### src/rtl/arith_extend_arbiter.sv
// Round-robin arbiter that shares one pipelined extender among REQ_N requesters,
// tagging issued requests and returning results in grant order through a credited FIFO.
module arith_extend_arbiter #(
    parameter int REQ_N     = 3,
    parameter int IN_W      = 4,
    parameter int OUT_W     = 8,
    parameter int LATENCY   = 1,
    parameter int RSP_DEPTH = 4,
    parameter int ID_W      = (REQ_N > 1) ? $clog2(REQ_N) : 1
) (
    input  logic                         i_clk,
    input  logic                         i_rst_n,
    input  logic [REQ_N-1:0]             i_req_valid,
    input  logic [REQ_N-1:0][IN_W-1:0]   i_req_data,
    input  logic [REQ_N-1:0]             i_req_sign,
    output logic [REQ_N-1:0]             o_req_ready,
    output logic [IN_W-1:0]              o_ext_in,
    output logic                         o_ext_sign,
    input  logic [OUT_W-1:0]             i_ext_out,
    output logic                         o_rsp_valid,
    output logic [ID_W-1:0]              o_rsp_id,
    output logic [OUT_W-1:0]             o_rsp_data,
    input  logic                         i_rsp_ready
);

    localparam int PTR_W = (RSP_DEPTH > 1) ? $clog2(RSP_DEPTH) : 1;
    localparam int CNT_W = $clog2(RSP_DEPTH + 1);

    logic [ID_W-1:0]  r_rr_ptr;
    logic [LATENCY-1:0] r_tag_vld;
    logic [ID_W-1:0]  r_tag_id [LATENCY];
    logic [ID_W-1:0]  r_mem_id [RSP_DEPTH];
    logic [OUT_W-1:0] r_mem_data [RSP_DEPTH];
    logic [PTR_W-1:0] r_wr_ptr;
    logic [PTR_W-1:0] r_rd_ptr;
    logic [CNT_W-1:0] r_count;
    logic [CNT_W-1:0] r_credits;

    logic             w_grant_any;
    logic [ID_W-1:0]  w_grant_id;
    logic             w_push;
    logic             w_pop;

    function automatic logic [PTR_W-1:0] f_fifo_inc(input logic [PTR_W-1:0] p);
        return (int'(p) == RSP_DEPTH - 1) ? '0 : p + 1'b1;
    endfunction

    // Scan from the pointer downward in offset so the smallest offset is written last and wins.
    always_comb begin
        logic [ID_W-1:0] w_idx;
        w_idx       = '0;
        w_grant_any = 1'b0;
        w_grant_id  = '0;
        for (int k = REQ_N - 1; k >= 0; k--) begin
            w_idx = ID_W'((int'(r_rr_ptr) + k) % REQ_N);
            if (i_req_valid[w_idx]) begin
                w_grant_any = 1'b1;
                w_grant_id  = w_idx;
            end
        end
        if (!i_rst_n || r_credits == '0) begin
            w_grant_any = 1'b0;
        end
    end

    always_comb begin
        o_req_ready = '0;
        o_ext_in    = '0;
        o_ext_sign  = 1'b0;
        if (w_grant_any) begin
            o_req_ready[w_grant_id] = 1'b1;
            o_ext_in                = i_req_data[w_grant_id];
            o_ext_sign              = i_req_sign[w_grant_id];
        end
    end

    assign w_push      = r_tag_vld[LATENCY-1];
    assign o_rsp_valid = i_rst_n && (r_count != '0);
    assign w_pop       = o_rsp_valid && i_rsp_ready;
    assign o_rsp_id    = r_mem_id[r_rd_ptr];
    assign o_rsp_data  = r_mem_data[r_rd_ptr];

    // Tag ids and FIFO storage carry data only; their validity lives in the control registers.
    always_ff @(posedge i_clk) begin
        r_tag_id[0] <= w_grant_id;
        for (int i = 1; i < LATENCY; i++) begin
            r_tag_id[i] <= r_tag_id[i-1];
        end
        if (w_push) begin
            r_mem_id[r_wr_ptr]   <= r_tag_id[LATENCY-1];
            r_mem_data[r_wr_ptr] <= i_ext_out;
        end
    end

    always_ff @(posedge i_clk) begin
        if (!i_rst_n) begin
            r_rr_ptr  <= '0;
            r_tag_vld <= '0;
            r_wr_ptr  <= '0;
            r_rd_ptr  <= '0;
            r_count   <= '0;
            r_credits <= CNT_W'(RSP_DEPTH);
        end else begin
            assert (!(w_push && r_count == CNT_W'(RSP_DEPTH)));
            if (w_grant_any) begin
                r_rr_ptr <= (int'(w_grant_id) == REQ_N - 1) ? '0 : w_grant_id + 1'b1;
            end
            r_tag_vld[0] <= w_grant_any;
            for (int i = 1; i < LATENCY; i++) begin
                r_tag_vld[i] <= r_tag_vld[i-1];
            end
            if (w_push) begin
                r_wr_ptr <= f_fifo_inc(r_wr_ptr);
            end
            if (w_pop) begin
                r_rd_ptr <= f_fifo_inc(r_rd_ptr);
            end
            case ({w_push, w_pop})
                2'b10:   r_count <= r_count + 1'b1;
                2'b01:   r_count <= r_count - 1'b1;
                default: r_count <= r_count;
            endcase
            case ({w_grant_any, w_pop})
                2'b10:   r_credits <= r_credits - 1'b1;
                2'b01:   r_credits <= r_credits + 1'b1;
                default: r_credits <= r_credits;
            endcase
        end
    end

endmodule
### config.mk
export PLATFORM = sky130hd
export DESIGN_NAME = arith_extend_arbiter
export DESIGN_NICKNAME = d
export VERILOG_FILES = /design/src/rtl/arith_extend_arbiter.sv
export SDC_FILE = /design/constraint.sdc
export NUM_CORES = 1
export LEC_CHECK = 0
export CORE_MARGIN = 10
export CORE_UTILIZATION = 52
export DETAILED_ROUTE_END_ITERATION = 12
export HOLD_SLACK_MARGIN = 0.02
export PLACE_DENSITY = 0.86
export SLEW_MARGIN = 10
export SYNTH_ARGS = -nofsm -noshare
export SYNTH_HDL_FRONTEND = slang
export SYNTH_SLANG_ARGS = --single-unit
### constraint.sdc
create_clock -name i_clk -period 3.25 [get_ports i_clk]
set_clock_uncertainty 0.15 [all_clocks]
set_input_delay 0.65 -clock i_clk [delete_from_list [all_inputs] [get_ports i_clk]]
set_output_delay 0.65 -clock i_clk [all_outputs]
set_load 0.005 [all_outputs]
* After elaboration in Yosys (flattened, before gate mapping) *
Memories as Yosys holds them, arrays and structs flattened. A register that Yosys moved wholly into a read port is not among the register bits.
Index checks and enable logic that the tools add are counted.

word-level totals
  flip-flop bits (word level) = 13
  RAM bits = 42
  bits of input ports = 29
  output and inout bits = 19
  logic and storage cells = 75
  memories kept = 3

operators by class
  add/subtract/negate cells = 9
  divide/modulo/power cells = 3
  $lt $le $gt $ge = 5
  eq/ne operators = 7
  mux-type cells = 33
  reduce and logical (&&, ||, !) cells = 9

memory list
  name        depth  bits a word  read ports  clocked after memory_dff  write ports  line  RTL
  r_mem_data  4      8            1           1                         1            33    logic [OUT_W-1:0] r_mem_data [RSP_DEPTH];
  r_mem_id    4      2            1           1                         1            32    logic [ID_W-1:0] r_mem_id [RSP_DEPTH];
  r_tag_id    1      2            1           0                         1            31    logic [ID_W-1:0] r_tag_id [LATENCY];

operators by type and width
  operator                                                               number
  32-bit by 3-bit modulo with 32-bit output, second input constant       2
  3-bit by 3-bit modulo with 32-bit output, second input constant        1
  2-bit 2-to-1 mux                                                       10
  2-bit by 3-bit < comparator with 1-bit output, second input constant   4
  1-bit 2-to-1 mux                                                       12
  3-bit one-hot mux with 2 select lines                                  2
  1-bit binary-select mux with 2-bit select                              4
  4-bit binary-select mux with 2-bit select                              1
  2-bit by 1-bit equality test with 1-bit output, second input constant  4
  4-bit 2-to-1 mux                                                       2
  2-bit by 1-bit adder with 2-bit output, second input constant          3
  3-bit by 1-bit adder with 3-bit output, second input constant          2
  2-bit equality test, second input constant                             3
  3-bit by 1-bit subtractor with 3-bit output, second input constant     2
  2-bit nonzero test                                                     2
  2-bit by 1-bit adder with 3-bit output, second input constant          1
  2-bit by 2-bit adder with 3-bit output, second input constant          1
  1-bit logical AND                                                      3
  3-bit logical NOT                                                      1
  3-bit 2-to-1 mux                                                       1
  3-bit nonzero test                                                     1
  1-bit demux with 2-bit select                                          1
  2-bit by 1-bit >= comparator with 1-bit output, second input constant  1
  1-bit logical NOT                                                      1
  1-bit logical OR                                                       1

* Logic depth before layout (Yosys ltp) *
Gate-level depths: netlist (run 1).

  depth after elaboration = 12
  gate-level depth with buffers = 12

* Least setup slack after synthesis (run 1) *
Ideal clock, no wire load.

  kind = reg-to-reg
  from = register r_rr_ptr[0]
  to = register r_credits[2]
  arrival = 2649 ps
  required time = 3038 ps
  setup slack = 390 ps
  stages on the path, launching flop included = 13
  clock period less this slack = 2860 ps
  path through = dfxtp_1 inv_1 ha_1 and2b_1 o21ai_1 a41oi_4 inv_4 ha_1 inv_1 fa_1 xor2_1 or3_1 nand3_1

on the way
  word-level cells in the longest chain between the ends = 10
  elaborated cells on any way between the ends = 19
  classes of those cells = add/sub (2); div (3); eq/ne (2); mux (11); reduce/logical (1)

ends and longest elaborated chain
  what                                                                                          line  RTL
  start: declaration                                                                            29    logic [ID_W-1:0] r_rr_ptr;
  start signal: assignment                                                                      106   r_rr_ptr <= (int'(w_grant_id) == REQ_N - 1) ? '0 : w_grant_id + 1'b1;
  2-bit by 2-bit adder with 3-bit output                                                        55    w_idx = ID_W'((int'(r_rr_ptr) + k) % REQ_N);
  32-bit by 3-bit modulo with 32-bit output                                                     55
  1-bit binary-select mux with 2-bit select                                                     56    if (i_req_valid[w_idx]) begin
  1-bit 2-to-1 mux (not written as such)                                                        56
  1-bit 2-to-1 mux (2 in a row)                                                                 56
  1-bit 2-to-1 mux (*)                                                                          56
  1-bit 2-to-1 mux (*)                                                                          61    if (!i_rst_n || r_credits == '0) begin
  2-bit by 1-bit equality test with 1-bit output / 2-bit equality test (equally long branches)  123   case ({w_grant_any, w_pop})
  3-bit one-hot mux with 2 select lines / 2-bit nonzero test (equally long branches)            n/a
  end signal: assignment                                                                        124   2'b10: r_credits <= r_credits - 1'b1;
  end signal: assignment                                                                        125   2'b01: r_credits <= r_credits + 1'b1;
  end signal: assignment                                                                        126   default: r_credits <= r_credits;
  end: declaration                                                                              37    logic [CNT_W-1:0] r_credits;

Mark *: on every way between the ends. The rest lies on a longest branch, timed or not. The select of a mux whose other input is x is not followed.
A chain may end at the register's enable or synchronous reset.

* Worst setup path after layout (run 1) *
  from = register r_rr_ptr[0]
  to = output port o_ext_in[2]

on the way
  word-level cells in the longest chain between the ends = 10
  elaborated cells on any way between the ends = 21
  classes of those cells = add/sub (2); div (3); mux (16)

ends and longest elaborated chain
  what                                           line  RTL
  2-bit by 2-bit adder with 3-bit output         55
  32-bit by 3-bit modulo with 32-bit output      55
  1-bit binary-select mux with 2-bit select      56
  1-bit 2-to-1 mux (not written as such)         56
  2-bit 2-to-1 mux (2 in a row)                  56
  2-bit 2-to-1 mux (*)                           56
  via w_grant_id[0]                              40    logic [ID_W-1:0] w_grant_id;
  4-bit binary-select mux with 2-bit select (*)  72    o_ext_in = i_req_data[w_grant_id];
  4-bit 2-to-1 mux (not written as such) (*)     72
  4-bit 2-to-1 mux (*)                           70    if (w_grant_any) begin
  end: declaration                               17    output logic [IN_W-1:0] o_ext_in,

Mark *: on every way through the listed nets, which the timed path passes. The rest lies on a longest branch. The select of a mux whose other input is x is not followed.

==> results of run 1 <==
critical path, stage by stage, from the launching register on:
cell	delay (ns)
dfxtp_4	0.36
inv_1	0.06
ha_4	0.30
and2b_1	0.20
o21a_1	0.20
a32o_2	0.30
buf_4	0.15
nor3b_2	0.17
o31a_1	0.15
dlymetal6s2s_1	0.14
through the flow:
step	hold slack (ns)	TNS, ns
finish	0.3510	0
global route	0.3697	-0.02676
CTS	0.3538	-0.7283
detailed placement	0.3471	-2.107
global placement	0.3034	-1.871
floorplan	0.2883	0
what timing repair did:
item | 4_1_cts | 5_1_grt
cloned | 0 | 0
buffers inserted | 4 | 6
setup endpoints to repair | 8 | 5
gates resized for setup | 23 | 22
pin swaps | 1 | 5
final cells by class:
class                   count  area [um2]
inverters                  11       43.79
clock buffers               9       123.9
well taps                  67       83.83
fillers                   278        1114
repair buffers             74       668.1
flip-flops and latches     57        1546
multi-input cells         106        1104
clock inverters             7       102.6
power by group:
group          leakage, nW  switching, mW  internal (mW)
Clock                0.110          0.304          0.437
Combinational        0.770          0.542          0.714
Sequential           0.507         0.0864          0.942
Total                 1.39          0.932           2.09
final timing paths:
path,from,depth (start not counted),to
worst min-delay path,r_tag_id[0][0],0,r_mem_id[0][0]
worst min register to register,r_tag_id[0][0],0,r_mem_id[0][0]
worst max-delay path,r_rr_ptr[0],9,o_ext_in[2]
worst max register to register,r_rr_ptr[0],14,r_credits[2]
layout by cell type, fill, tap and decap left out, types with 2 or more instances in the layout:
master	n
o21ai_1	2
clkinv_4	3
fa_1	2
clkbuf_8	9
mux4_2	10
and2b_1	2
o21ai_0	5
bufinv_16	2
xor2_1	2
buf_6	2
nor3b_2	6
nor2_1	4
nor3_1	2
and2_0	3
ha_4	2
nand2_1	6
dlygate4sd2_1	4
inv_1	9
a21boi_1	2
clkdlybuf4s50_1	36
xnor2_1	2
dfxtp_1	15
and2_1	10
clkbuf_2	3
edfxtp_1	40
a21boi_0	4
ha_1	8
dlymetal6s2s_1	3
o21a_1	3
mux2i_1	4
buf_4	25
nor2b_1	3
or3_1	2
o31a_1	6
routing by layer:
| layer | vias up | routed length [um] |
|---|---|---|
| met5 | - | 0 |
| met4 | 0 | 102 |
| met3 | 9 | 366 |
| met2 | 53 | 2579 |
| met1 | 814 | 2398 |
| li1 | 832 | - |
kinds of logic (layout without fill, tap and decap cells):
kind of cell / Yosys count / count (layout)
fa+ha+maj: 12 / 12
buf+inv: 15 / 101
simple gates: 46 / 46
compound gates: 30 / 30
xor+xnor: 4 / 4
mux: 14 / 14
flops: 57 / 57
state kept, by name (all words and copies together), names as in the netlist, named ones only:
register	flops
r_count	3
r_rd_ptr	2
r_mem_data	32
r_tag_id	2
r_mem_id	8
r_credits	3
r_rr_ptr	2
r_wr_ptr	2
r_tag_vld	1
==> metrics.txt, run 1 <==
sequential fraction of the synthesis area=59.12%; fin crit share=a little over nine tenths; first-pass GRT wire length=around 9 mm; height of the die=around 91 um; post-synth top area share=46.07%; synthesized cell area=2608 um2; Worst Path Max Fanout=6; CTS root buf=clkbuf_8; WL per Instance=roughly 16 um; Synth Area in Compound Gates=under 10%; fin util=76.73%; WL final=~5.4 mm; asr flop ratio synth=0%; Yosys top cell by area=edfxtp_1; # port buffers=47; number of synthesis warnings=0; worst path required time=~2.5 ns; GRT Total Usage=between 10% and 20%; First-pass DRT Iterations=4; n_diodes=0; worst slew pin tran=a little under 0.6 ns; gr busiest metal=met2; io pins=between 40 and 50; final non-filler cell total=~330; cts bufs inserted=9; Mean Syn Cell Area=between 10 and 15 um2; cell row count=25; met3 GRT Util=6.567%; EDFF count, synth=40; Layout Nets=300; placed cells=305; adder-cell area share of the yosys netlist=6.334%; clk buf depth=2; flop-to-flop setup slack=approximately 0.16 ns; Mapped Nets=219; met1 GRT Util=approximately 15%; Initial DRC Count=88; Worst VDD drop=559.1 uV; core area=approximately 4800 um2; total power=around 3.0 mW; hold buffers post-CTS=0; Via-to-Cell Ratio=roughly 5.2; Max H-tree Level=3; Cell Area, Placed=between 3000 and 4000 um2; Starting Density=54.48%; Unique masters post-synth=38; ys flop type=edfxtp_1; vias after detailed routing=about 1700; Non-Filler Cell Area, Final=about 3700 um2; die width=between 90 and 100 um; Slew Viols, Final=0; met2 Usage GRT=21.63%; Startpoint Class=flop; post-synthesis cell count=178; most common cell in the netlist=edfxtp_1; Synth top cells by count=40 x edfxtp_1, 17 x dfxtp_1; GRT overflow=0; insertion delay to the later sink of the worst-skew pair=0.34 ns; Power Density=between 800 and 900 nW/um2; Hold Crit Class=reg2reg; normalized max-slew margin=around three fifths; vias in the first global route=1832; CTS sink cnt=57; mux contribution to synthesized area=about a tenth; pre-CTS setup slack=-0.3190 ns; initial antenna violation count=0; die area=between 8000 and 9000 um2; Static Leak=1.388 nW; Period minus WS final=about 3.2 ns; XOR/XNOR Fraction of Synth Area=1.344%; Routability Congestion=between 0.7 and 0.8; Detail Route Antenna Nets=0; DRC Markers=0; WP data arrival=between 2 and 2.5 ns; CTS tree=yes; post-route setup slack=~0.08 ns; FMAX=around 320 MHz; Clock transition at path regs=~0.07 ns; Area Overhead vs Synth=40.83%; DP HPWL=3.720 mm; final hold vios=0; CP Class=reg2out; max-cap viol count=0; top cells by area, synth=edfxtp_1 46%, dfxtp_1 13%, mux4_2 8.6%, ha_1 4.8%, and2_1 2.4%; largest family of logic cells by synthesized area=simple AND/OR/NAND/NOR gates; share of cells above drive strength 1=30.68%; outcome=finished clean; largest net degree at the start of global routing=13; crit path capture type=output port; Yosys reg bits=57; Setup violations, final=0; Post-Synth Simple-Gate Area=10.60%
Power figures use the tool's default switching activity.
==> run 2, diff against run 1 <==
--- a/config.mk
+++ b/config.mk
@@ -6,10 +6,11 @@
 export NUM_CORES = 1
 export LEC_CHECK = 0
 export CORE_MARGIN = 10
-export CORE_UTILIZATION = 52
+export CORE_UTILIZATION = 54
+export CTS_BUF_LIST = sky130_fd_sc_hd__clkbuf_8
 export DETAILED_ROUTE_END_ITERATION = 12
 export HOLD_SLACK_MARGIN = 0.02
-export PLACE_DENSITY = 0.86
+export PLACE_DENSITY = 0.89
 export SLEW_MARGIN = 10
 export SYNTH_ARGS = -nofsm -noshare
 export SYNTH_HDL_FRONTEND = slang
==> metrics.txt, run 2 (same netlist as run 1, synthesis figures left out) <==
Worst Path Max Fanout=5 (-1); Critical Path Max Stage Delay=0.32 ns (-0.04 ns); initial antenna violation count=0 (unchanged); hold buffers post-CTS=0 (unchanged); commonest cells after routing, fill and taps aside=40 x edfxtp_1, 36 x clkdlybuf4s50_1, 29 x buf_4, 15 x dfxtp_1; fin crit share=97.77% (+0.28 points); area occupied by multi-input gates=1111 um2 (+0.68%); Initial DRC Count=61 (-31%); Layout Nets=304 (+1.3%); Largest register FFs=32 (unchanged); max-cap viol count=0 (unchanged); gr busiest metal=met2; cts bufs inserted=9 (unchanged); Max H-tree Level=3 (unchanged); WHS Endpoint=r_mem_id[0][1]; first-pass GRT wire length=8.832 mm (-0.46%); normalized max-slew margin=65.84% (+5.3 points); Setup violations, final=0 (unchanged); WP data arrival=2.38 ns (about the same); Routability Congestion=0.7427 (+2.8%); share of cells above drive strength 1=30.60% (-0.085 points); FF+latch area=1544 um2 (-0.16%); Period minus WS final=3.177 ns (+0.008971 ns); # port buffers=47 (unchanged); Startpoint Class=flop; insertion delay to the later sink of the worst-skew pair=0.32 ns (-0.02 ns); Worst path most repeated cell=buf_4; Area Overhead vs Synth=39.92%; outcome=finished clean; crit path capture type=output port; CP Class=reg2out; io pins=48 (unchanged); Regs by FF count=r_mem_data (32), r_mem_id (8); worst path required time=2.45 ns (about the same); Static Leak=1.353 nW (-2.5%); FMAX=314.7 MHz (-0.28%); Starting Density=55.57% (+1.1 points); First-pass DRT Iterations=4 (unchanged); Slew Viols, Final=0 (unchanged); hold path startpoint=r_tag_id[0][1]; die area=8008 um2 (-2.9%); # fillers=275 (-1.1%); Min-Delay Path Depth=0 (unchanged); CTS sink cnt=57 (unchanged); met2 Usage GRT=25.15% (+3.5 points); DP HPWL=3.761 mm (+1.1%); r2r startpoint=r_rr_ptr[0]; clk buf depth=2 (unchanged); largest net degree at the start of global routing=13 (unchanged); Biggest register=r_mem_data; CP Buf/Inv Count=4 (+1); met1 GRT Util=16.25% (+1.2 points); Setup TNS=0 ns (unchanged); Power Density=804.7 nW/um2 (-2.3%); Critical R2R Capture=r_credits[2]; core area=4692 um2 (-2.0%); CTS tree=yes; height of the die=89.49 um (-1.5%); worst hold margin=0.3279 ns (-0.02316 ns); Hold Crit Class=reg2reg; DRC Markers=0 (unchanged); commonest non-fill, non-tap cell in the layout=edfxtp_1; die width=89.49 um (-1.5%); top cell family by delay on the critical path=buffers and inverters; Via-to-Cell Ratio=5.438 (+5.4%); Worst Reg-to-Reg Cells=14 (unchanged); flop-to-flop setup slack=0.36 ns (+0.20 ns); GRT Total Usage=14.62% (+1.1 points); cell row count=25 (unchanged); final hold vios=0 (unchanged); Worst VDD drop=433.8 uV (-22%); met3 GRT Util=5.834% (-0.73 points); vias after detailed routing=1751 (+2.5%); vias in the first global route=1798 (-1.9%); WL per Instance=17.23 um (+4.7%); Detail Route Antenna Nets=0 (unchanged); worst slew pin tran=0.5124 ns (-0.07490 ns); Cell Chain, Critical Path=buf_4 -> ha_4 -> buf_4 -> nor2b_1 -> o21a_1 -> a32o_2 -> buf_4 -> nor3b_2 -> o31a_1 -> dlygate4sd2_1; WL final=5.549 mm (+1.9%); fin util=77.76% (+1.0 points); crit path launch=r_rr_ptr[0]; n_diodes=0 (unchanged); CTS root buf=clkbuf_8; Clock transition at path regs=0.06 ns (about the same); GRT overflow=0 (unchanged); slowest library cell on the worst path=dfxtp_2
[run 2: cell count changes in the layout (fill, tap and decap cells not counted), moves of 2 or more]
| cell | before | now |
|---|---|---|
| dlygate4sd2_1 | 4 | 8 |
| clkinv_4 | 3 | 0 |
| buf_4 | 25 | 29 |
| dlymetal6s2s_1 | 3 | 0 |
| clkinv_2 | 0 | 2 |
| clkbuf_2 | 3 | 1 |
[run 2: worst max-delay path by stage]
stage / to / slack [ns] / cells after the start
6_report: o_ext_sign / 0.07 / 10
5_1_grt: o_ext_sign / -0.02 / 10
4_1_cts: o_req_ready[0] / 0.02 / 9
3_5_place_dp: o_ext_sign / -0.41 / 7
3_3_place_gp: o_ext_in[3] / -0.34 / 7
2_1_floorplan: r_credits[2] / 0.39 / 12
[run 2: worst register-to-register path: stages (launching register included)]
cell and delay [ns]:
dfxtp_2 0.32, buf_4 0.14, ha_4 0.16, buf_4 0.15, inv_1 0.07, a32oi_4 0.24, buf_4 0.16, a41oi_4 0.14
inv_4 0.14, ha_1 0.18, inv_1 0.06, fa_1 0.37, xor2_1 0.17, or3_1 0.30, nand3_1 0.08
[run 2: layout make-up]
| class | instances | area share [%] |
|---|---|---|
| sequential | 57 | 42.32 |
| multi-input combinational | 106 | 30.45 |
| timing repair buffer | 78 | 19.07 |
| clock buffer | 9 | 3.395 |
| tap | 54 | 1.852 |
| clock inverter | 7 | 1.715 |
| inverter | 11 | 1.200 |
[run 2: where the power goes]
group	internal, mW	switching [mW]
clock	0.345	0.270
combinational	0.737	0.558
sequential	0.940	0.0850
total	2.02	0.913
[run 2: metrics by stage]
stage                     setup slack [ns]  area [um2]  total power, mW  instances
after floorplan                     0.3897        2608            1.652        178
after global placement             -0.3421        3291            2.118        297
after detailed placement           -0.4080        3291            2.159        297
after CTS                          0.02134        3612            2.899        319
after global routing              -0.01588        3649            3.098        322
final                              0.07253        3649            2.936        322
[run 2: what timing repair did]
item / in CTS / in global routing
resized for setup: 34 / 8
setup buffers: 6 / 3
pin swaps: 3 / 4
endpoints found under the setup margin: 8 / 5
[run 2: layer usage]
layer / vias up / wire length, um
li1: 837 / -
met1: 858 / 2453
met2: 50 / 2671
met3: 6 / 373
met4: 0 / 51
met5: - / 0
==> run 3, diff against run 2 <==
--- a/config.mk
+++ b/config.mk
@@ -5,6 +5,7 @@
 export SDC_FILE = /design/constraint.sdc
 export NUM_CORES = 1
 export LEC_CHECK = 0
+export ABC_CLOCK_PERIOD_IN_PS = 3250
 export CORE_MARGIN = 10
 export CORE_UTILIZATION = 54
 export CTS_BUF_LIST = sky130_fd_sc_hd__clkbuf_8
==> results of run 3 <==
No change in the layout: final DEF, timing and power equal those of run 2.
